===== src/rtl/cmd_dispatch.sv =====
// Command dispatcher: pops a command, runs one of N_TGT targets,
// and writes its response (or an error word) to the response FIFO.
module cmd_dispatch #(
  parameter int          DATA_W  = 32,
  parameter int          N_TGT   = 4,
  parameter int          TGT_LSB = 24,
  parameter int          TIMEOUT = 1023,
  parameter logic [7:0]  ERR_TAG = 8'hEE
) (
  input  logic                    clk,
  input  logic                    rst,
  input  logic [DATA_W-1:0]       cmd_data,
  input  logic                    cmd_waitreq,
  output logic                    cmd_rdreq,
  output logic [DATA_W-1:0]       rsp_data,
  input  logic                    rsp_waitreq,
  output logic                    rsp_wrreq,
  output logic [DATA_W-1:0]       tgt_cmd,
  output logic [N_TGT-1:0]        tgt_run,
  input  logic [N_TGT-1:0]        tgt_done,
  input  logic [N_TGT*DATA_W-1:0] tgt_rsp,
  output logic                    busy,
  output logic [15:0]             err_cnt
);

  typedef enum logic [2:0] {
    S_IDLE,
    S_RD_CMD,
    S_DECODE,
    S_EXE,
    S_WR_RSP
  } state_t;

  state_t            r_state;
  state_t            w_next;
  logic [3:0]        r_sel;
  logic [15:0]       r_cnt;
  logic [DATA_W-1:0] r_tgt_cmd;
  logic [DATA_W-1:0] r_rsp;
  logic [15:0]       r_err;

  logic [3:0]        w_field;
  logic              w_bad;
  logic              w_done;
  logic              w_timeout;
  logic              w_err_inc;
  logic [DATA_W-1:0] w_rsp;
  logic [N_TGT-1:0]  w_hot;

  function automatic logic [DATA_W-1:0] f_err(
    input logic [DATA_W-1:0] c,
    input logic              to,
    input logic              bad
  );
    logic [DATA_W-1:0] w;
    w = '0;
    w[DATA_W-1 -: 8] = ERR_TAG;
    w[17] = to;
    w[16] = bad;
    w[15:0] = c[15:0];
    return w;
  endfunction

  assign w_field   = r_tgt_cmd[TGT_LSB+3:TGT_LSB];
  assign w_bad     = int'({28'd0, w_field}) >= N_TGT;
  assign w_timeout = r_cnt == 16'(TIMEOUT-1);

  // Only the selected target's done/response is ever looked at
  always_comb begin
    w_done = 1'b0;
    w_rsp  = '0;
    w_hot  = '0;
    for (int i = 0; i < N_TGT; i++) begin
      if (r_sel == 4'(i)) begin
        w_done   = tgt_done[i];
        w_rsp    = tgt_rsp[i*DATA_W +: DATA_W];
        w_hot[i] = 1'b1;
      end
    end
  end

  assign w_err_inc = (r_state == S_DECODE && w_bad) ||
                     (r_state == S_EXE && !w_done && w_timeout);

  always_comb begin
    w_next    = r_state;
    cmd_rdreq = 1'b0;
    rsp_wrreq = 1'b0;
    tgt_run   = '0;
    busy      = r_state != S_IDLE;
    unique case (r_state)
      S_IDLE: begin
        if (!cmd_waitreq) w_next = S_RD_CMD;
      end
      S_RD_CMD: begin
        cmd_rdreq = 1'b1;
        w_next    = S_DECODE;
      end
      S_DECODE: begin
        w_next = w_bad ? S_WR_RSP : S_EXE;
      end
      S_EXE: begin
        tgt_run = w_hot;
        if (w_done || w_timeout) w_next = S_WR_RSP;
      end
      S_WR_RSP: begin
        rsp_wrreq = !rsp_waitreq;
        if (!rsp_waitreq) w_next = S_IDLE;
      end
      default: w_next = S_IDLE;
    endcase
  end

  always_ff @(posedge clk) begin
    if (rst) begin
      r_state   <= S_IDLE;
      r_sel     <= '0;
      r_cnt     <= '0;
      r_tgt_cmd <= '0;
      r_rsp     <= '0;
      r_err     <= '0;
    end else begin
      r_state <= w_next;
      unique case (r_state)
        S_RD_CMD: r_tgt_cmd <= cmd_data;
        S_DECODE: begin
          r_sel <= w_field;
          if (w_bad) r_rsp <= f_err(r_tgt_cmd, 1'b0, 1'b1);
          else       r_cnt <= '0;
        end
        S_EXE: begin
          if (w_done)         r_rsp <= w_rsp;
          else if (w_timeout) r_rsp <= f_err(r_tgt_cmd, 1'b1, 1'b0);
          else                r_cnt <= r_cnt + 16'd1;
        end
        default: ;
      endcase
      if (w_err_inc && r_err != 16'hFFFF) r_err <= r_err + 16'd1;
    end
  end

  assign rsp_data = r_rsp;
  assign tgt_cmd  = r_tgt_cmd;
  assign err_cnt  = r_err;

endmodule


===== config.mk =====
export PLATFORM = sky130hd
export DESIGN_NAME = cmd_dispatch
export DESIGN_NICKNAME = d
export VERILOG_FILES = /design/src/rtl/cmd_dispatch.sv
export SDC_FILE = /design/constraint.sdc
export NUM_CORES = 1
export LEC_CHECK = 0
export ABC_AREA = 1
export ABC_CLOCK_PERIOD_IN_PS = 3300
export BUFFER_PORTS_ARGS = -buffer_cell sky130_fd_sc_hd__clkbuf_2
export CAP_MARGIN = 25
export CORE_MARGIN = 2
export CORE_UTILIZATION = 45
export DETAILED_ROUTE_END_ITERATION = 12
export GPL_TIMING_DRIVEN = 0
export PLACE_DENSITY_LB_ADDON = 0.3
export SYNTH_ARGS = -nofsm -noshare
export SYNTH_HDL_FRONTEND = slang
export SYNTH_SLANG_ARGS = --single-unit

===== constraint.sdc =====
create_clock -name clk -period 3.3 [get_ports clk]
set_input_delay 0.66 -clock clk [delete_from_list [all_inputs] [get_ports clk]]
set_output_delay 0.66 -clock clk [all_outputs]
set_load 0.01 [all_outputs]

==> flow_summary.json, run 1 <==
{
  "status": "finished, final reports clean",
  "ys_types": 37,
  "viasPerCell": 5.01,
  "netlist_area_sq_um": 5880,
  "final_core_util": 0.608,
  "ctsHoldBuffers": 0,
  "hold_ws_ps": 465,
  "syn_inst": 922,
  "ys_async_sr_fraction": 0,
  "grt_overflow": 0,
  "dieArea_sq_um": 14000,
  "antenna_found_initial": 0,
  "grt_max_degree": 17,
  "multiInputGateArea_sq_um": 3250,
  "leakage_nw": 3.75,
  "clock_path_buffers": 2,
  "min_path_type": "reg2reg",
  "clock_skew_ps": 8.34,
  "final_hold_viol_count": 0,
  "io_buffers": 254,
  "start_kind": "register",
  "fin_crit_sh": 0.794,
  "fin_crit_ps": 2620,
  "grt_pass1_wl_mm": 32.2,
  "synth_top_area_frac": 0.351,
  "worst-path-max-fanout": 10,
  "cts_setup_buffers": 0,
  "die_h_um": 118,
  "cp.required_ps": 2640,
  "grt_pass1_vias": 6489,
  "drt-total-wl_mm": 20.2,
  "drive_gt1_frac": 0.279,
  "drv_cap": 0,
  "drcViolationCount": 0,
  "area_growth_pct": 30.9,
  "wl_per_cell_um": 14.8,
  "total_power_mw": 5.56,
  "clk_latency_ps": 350,
  "rows": 41,
  "synthTopCellsByArea": "dfxtp_1 35%, nand2_1 18%, nor2_1 9.2%",
  "cp-end-kind": "primary output",
  "synth-edff-count": 0,
  "synth_fp_nets": 1093,
  "dp.final_hpwl_mm": 15.8,
  "setup_viol": 0,
  "fp.dieW_um": 118,
  "slew_viol_final": 0,
  "firstDrtPassIters": 5,
  "yosysSeqAreaShare": 0.351,
  "synth_top_area_cell": "dfxtp_1",
  "synth_ff_type": "dfxtp_1",
  "cts_buffers": 9,
  "tns_ps": 0,
  "rsz0062_at_grt": "no",
  "ios": 255,
  "drt.antenna.violating_nets": 0,
  "clk_pin_slew_ps": 70,
  "synth.most_common_cell": "nand2_1",
  "ir_worst_vdd_uv": 512,
  "vias": 6834,
  "htree_levels": 3,
  "final-seq-area_sq_um": 2060,
  "cts_resized": 0,
  "max_freq_mhz": 382,
  "synth-seq-cells": 103,
  "cts_tree": "built",
  "layout.nets": 1358,
  "ys.warnings.count": 0,
  "dp.cells": 1348,
  "grt_usage": 0.287,
  "powerDensity_nw_per_um2": 722,
  "drt-initial-drc-count": 546,
  "design.core.area_sq_um": 12700,
  "netlist_top_cells_count": "282 x nand2_1, 144 x nor2_1, 103 x dfxtp_1",
  "clock-root-buffer": "clkbuf_16",
  "cp.arrival_ps": 1960,
  "fillers": 1258,
  "synth.avg_cell_area_sq_um": 6.38,
  "worst_pin_slew_ps": 703,
  "finalNonFillerCells": 1364,
  "gp_congestion": 0.942,
  "initial_core_util": 0.464,
  "path_class": "reg2out",
  "diodes": 0,
  "clock_sinks": 103,
  "slew_headroom": 0.531
}
==> routing by layer <==
layer / up-vias / track usage / share of wire
met1: 3051 / 0.370 / 0.43
li1: 3455 / - / -
met2: 284 / 0.460 / 0.45
met5: - / 0 / 0
met4: 0 / 0.0858 / 0.027
met3: 44 / 0.0864 / 0.088
==> flip-flops by register name, summed over array words and instances (netlist names) <==
signal and flops:
r_sel 4, r_state 3, tgt_cmd 32, err_cnt 16
rsp_data 32, r_cnt 16
==> cells in the final DEF, fill, tap and decap left out, types with 2 or more instances in the layout <==
master       n
a21oi_2      7
nor2_2       4
nand4_1     17
clkbuf_16    9
o22ai_1      5
nand3_1     57
bufinv_16    2
xnor2_1      2
a21oi_1     49
clkbuf_8     3
inv_2        4
xor2_1      21
clkbuf_2   254
nand2_2     12
o21ai_0     58
nand2_1    282
nor2_4       3
nand2_4      4
buf_4        4
buf_6        9
nor3_2       2
nor3_1       5
ha_1         3
dfxtp_1    103
nor2_1     144
a22o_1       2
clkinv_2     2
clkbuf_1    21
inv_1       79
a211oi_1     6
o21ai_2      2
buf_2        7
==> where the power goes <==
group          total, mW  internal, mW  switching [mW]
clock               1.19         0.707           0.486
sequential          1.79          1.56           0.229
combinational       2.57         0.893            1.68
==> final cells by class <==
cell class	instances	area share
Buffer	42	0.0336
Clock buffer	11	0.0328
Clock inverter	5	0.0102
Inverter	84	0.0409
Multi-Input combinational cell	693	0.422
Sequential cell	103	0.268
Tap cell	172	0.0279
Timing Repair Buffer	254	0.165
==> critical path, stage by stage (launching register included) <==
cell and delay (ps):
dfxtp_1 440, nor2_4 90, nand2_1 110, buf_6 170, clkbuf_1 520, nor2_1 110
clkbuf_2 170
==> through the flow <==
| stage | area, sq um | setup slack (ps) |
|---|---|---|
| 3_3_place_gp | 7370 | 1080 |
| 5_1_grt | 7700 | 561 |
| 4_1_cts | 7700 | 682 |
| 3_5_place_dp | 7370 | 1060 |
| 6_report | 7700 | 681 |
| 2_1_floorplan | 5880 | 1480 |
==> path summary, 6_finish.rpt <==
kind / startpoint / end / slack (ps) / depth (start not counted)
worst max-delay path: r_state[2] / tgt_run[1] / 680 / 6
worst min-delay path: rsp_data[20] / rsp_data[20] / 470 / 2
worst max register to register: err_cnt[0] / err_cnt[13] / 1310 / 10
worst min register to register: rsp_data[20] / rsp_data[20] / 470 / 2
==> kinds of logic (layout without fill, tap and decap cells) <==
| group | Yosys count | after routing | share of synthesized area |
|---|---|---|---|
| simple gates | 535 | 535 | 0.386 |
| fa+ha+maj | 3 | 3 | 0.00638 |
| flops | 103 | 103 | 0.351 |
| buf+inv | 126 | 396 | 0.0976 |
| xor+xnor | 23 | 23 | 0.0342 |
| compound gates | 132 | 132 | 0.126 |
Power figures use the tool's default switching activity.
==> inputs of run 2 (changes only) <==
- ABC_AREA: 1 -> 0
- ABC_CLOCK_PERIOD_IN_PS: 3300 -> 2200
- CORE_UTILIZATION: 45 -> 42
- clock period: 3.3 -> 2.2 ns (I/O delays scaled with it)
==> flow_summary.json, run 2 <==
{
  "status": "finished, final reports clean",
  "cp.required_ps": 2400,
  "leakage_nw": 3.21,
  "die_h_um": 117,
  "drt-total-wl_mm": 20.1,
  "htree_levels": 3,
  "drv_cap": 0,
  "setup_viol": 0,
  "io_buffers": 254,
  "rows": 41,
  "cts_tree": "built",
  "clock_sinks": 103,
  "yosysSeqAreaShare": 0.388,
  "worst-path-max-fanout": 10,
  "drt-initial-drc-count": 514,
  "synth-edff-count": 0,
  "powerDensity_nw_per_um2": 606,
  "synth.avg_cell_area_sq_um": 8.27,
  "ys.warnings.count": 0,
  "gp_congestion": 0.898,
  "synth_fp_nets": 814,
  "netlist_top_cells_count": "103 x dfxtp_1, 96 x nand2_1, 87 x a21oi_1",
  "grt_usage": 0.272,
  "max_freq_mhz": 461,
  "drive_gt1_frac": 0.436,
  "synth-seq-cells": 103,
  "vias": 6355,
  "wl_per_cell_um": 18.2,
  "dp.cells": 1070,
  "grt_max_degree": 19,
  "worst_slack_ps": 30.9,
  "clock-root-buffer": "clkbuf_16",
  "area_growth_pct": 44.8,
  "antenna_found_initial": 0,
  "grt.met2_usage": 0.444,
  "clock_path_buffers": 2,
  "place_ws_ps": -582,
  "layout.nets": 1098,
  "synth_top_area_cell": "dfxtp_1",
  "initial_core_util": 0.425,
  "netlist_area_sq_um": 5320,
  "synth_top_area_frac": 0.388,
  "synth.most_common_cell": "dfxtp_1",
  "fin_crit_sh": 0.986,
  "clk_latency_ps": 350,
  "start_kind": "register",
  "fin_area_sq_um": 7700,
  "fillers": 1156,
  "ir_worst_vdd_uv": 426,
  "fp.dieW_um": 117,
  "grt_pass1_wl_mm": 28.8,
  "use_met1": 0.370,
  "worst_pin_slew_ps": 678,
  "mostFrequentLayoutCell": "clkbuf_2",
  "design.core.area_sq_um": 12500,
  "clk_pin_slew_ps": 80,
  "ys_async_sr_fraction": 0,
  "slowest_stage": "o41a_4",
  "rsz0062_at_grt": "yes",
  "ios": 255,
  "min_path_type": "in2reg",
  "slew_viol_final": 0,
  "dieArea_sq_um": 13600,
  "synth_ff_type": "dfxtp_1",
  "cp-end-kind": "register",
  "synthTopCellsByArea": "dfxtp_1 39%, a21oi_1 8.2%, nand2_1 6.8%",
  "postPlaceCellArea_sq_um": 6810,
  "ff2ff_setup_slack_ps": 30,
  "viasPerCell": 5.76,
  "cts_buffers": 9,
  "final_core_util": 0.616,
  "dp.final_hpwl_mm": 15.0,
  "clock_skew_ps": 8.55,
  "diodes": 0,
  "grt_overflow": 0,
  "cp.arrival_ps": 2370,
  "firstDrtPassIters": 8,
  "slowest_delay_ps": 510,
  "layout_common_cells": "263 x clkbuf_2, 96 x nand2_1, 89 x dfxtp_1, 80 x a21oi_1, 43 x nand3_1",
  "grt_pass1_vias": 5580,
  "slew_headroom": 0.548,
  "drcViolationCount": 0,
  "gr-max-usage-layer": "met2",
  "final_hold_viol_count": 0,
  "drt.antenna.violating_nets": 0,
  "fin_crit_ps": 2170,
  "ys_types": 57,
  "finalNonFillerCells": 1104,
  "path_class": "reg2reg",
  "crit_chain": "nor4_2 > nand4_1 > o41a_4 > buf_8 > buf_4 > o31ai_4 > a21oi_2",
  "syn_inst": 643,
  "grt_util_met3": 0.0379
}
## run 2: cell types whose count changed in the layout (fill, tap and decap cells not counted), sizes merged, moves of 24 or more
cell	previous run	this run
mux2	0	24
a21oi	57	87
inv	84	10
nor2	151	28
nand2	298	96
o21ai	60	17
## run 2: where the power goes
group          switching [mW]  internal (mW)  leakage [nW]
registers              0.0818           1.95         0.842
logic                   0.490          0.367          2.21
clock network           0.762           1.02         0.160
total                    1.33           3.33          3.21
## run 2: kinds of logic after synthesis
logic type / after synthesis / share of synthesized area
fa+ha+maj: 3 / 0.00706
mux: 35 / 0.0715
compound gates: 197 / 0.256
simple gates: 241 / 0.227
flops: 103 / 0.388
buf+inv: 63 / 0.0494
xor+xnor: 1 / 0.00165
## run 2: repair_timing
| item | CTS | global route |
|---|---|---|
| resized for setup | 48 | 72 |
| hold buffers | 0 | 0 |
| pin swaps | 6 | 24 |
| setup buffers | 5 | 15 |
| endpoints found under the setup margin | 57 | 65 |
## run 2: area by class of cell
cell class	instances	area, sq um	area share
tap	172	215	0.0279
buffer	53	308	0.0399
clock buffer	9	225	0.0292
timing repair buffer	275	1440	0.187
multi-input combinational	477	3290	0.427
clock inverter	7	104	0.0135
inverter	8	33.8	0.00438
sequential	103	2090	0.271
## run 2: path summary, 6_finish.rpt
check,start,endpoint,cells past startpoint
setup / recovery,r_cnt[13],err_cnt[10],7
hold / removal,cmd_data[17],tgt_cmd[17],3
setup reg to reg,r_cnt[13],err_cnt[10],7
hold reg to reg,tgt_cmd[19],tgt_cmd[19],2
## run 2: per-layer routing
| metal | up-vias | wire, um |
|---|---|---|
| li1 | 3031 | - |
| met1 | 3018 | 8790 |
| met2 | 274 | 9440 |
| met3 | 32 | 1380 |
| met4 | 0 | 460 |
| met5 | - | 0 |
## run 2: worst max-delay path: cells and delay by family (launching register included)
| family | cells | cell delay [ps] |
|---|---|---|
| compound gates | 3 | 860 |
| buf+inv | 2 | 340 |
| simple gates | 2 | 470 |
| flops | 1 | 350 |
## run 2: through the flow
step	hold WS [ps]	power (mW)	setup TNS [ps]
floorplan	469	2.47	0
global placement	444	2.86	-15470
detailed placement	449	2.86	-16100
CTS	303	4.64	-79.7
global route	312	4.85	-201
finish	304	4.67	0
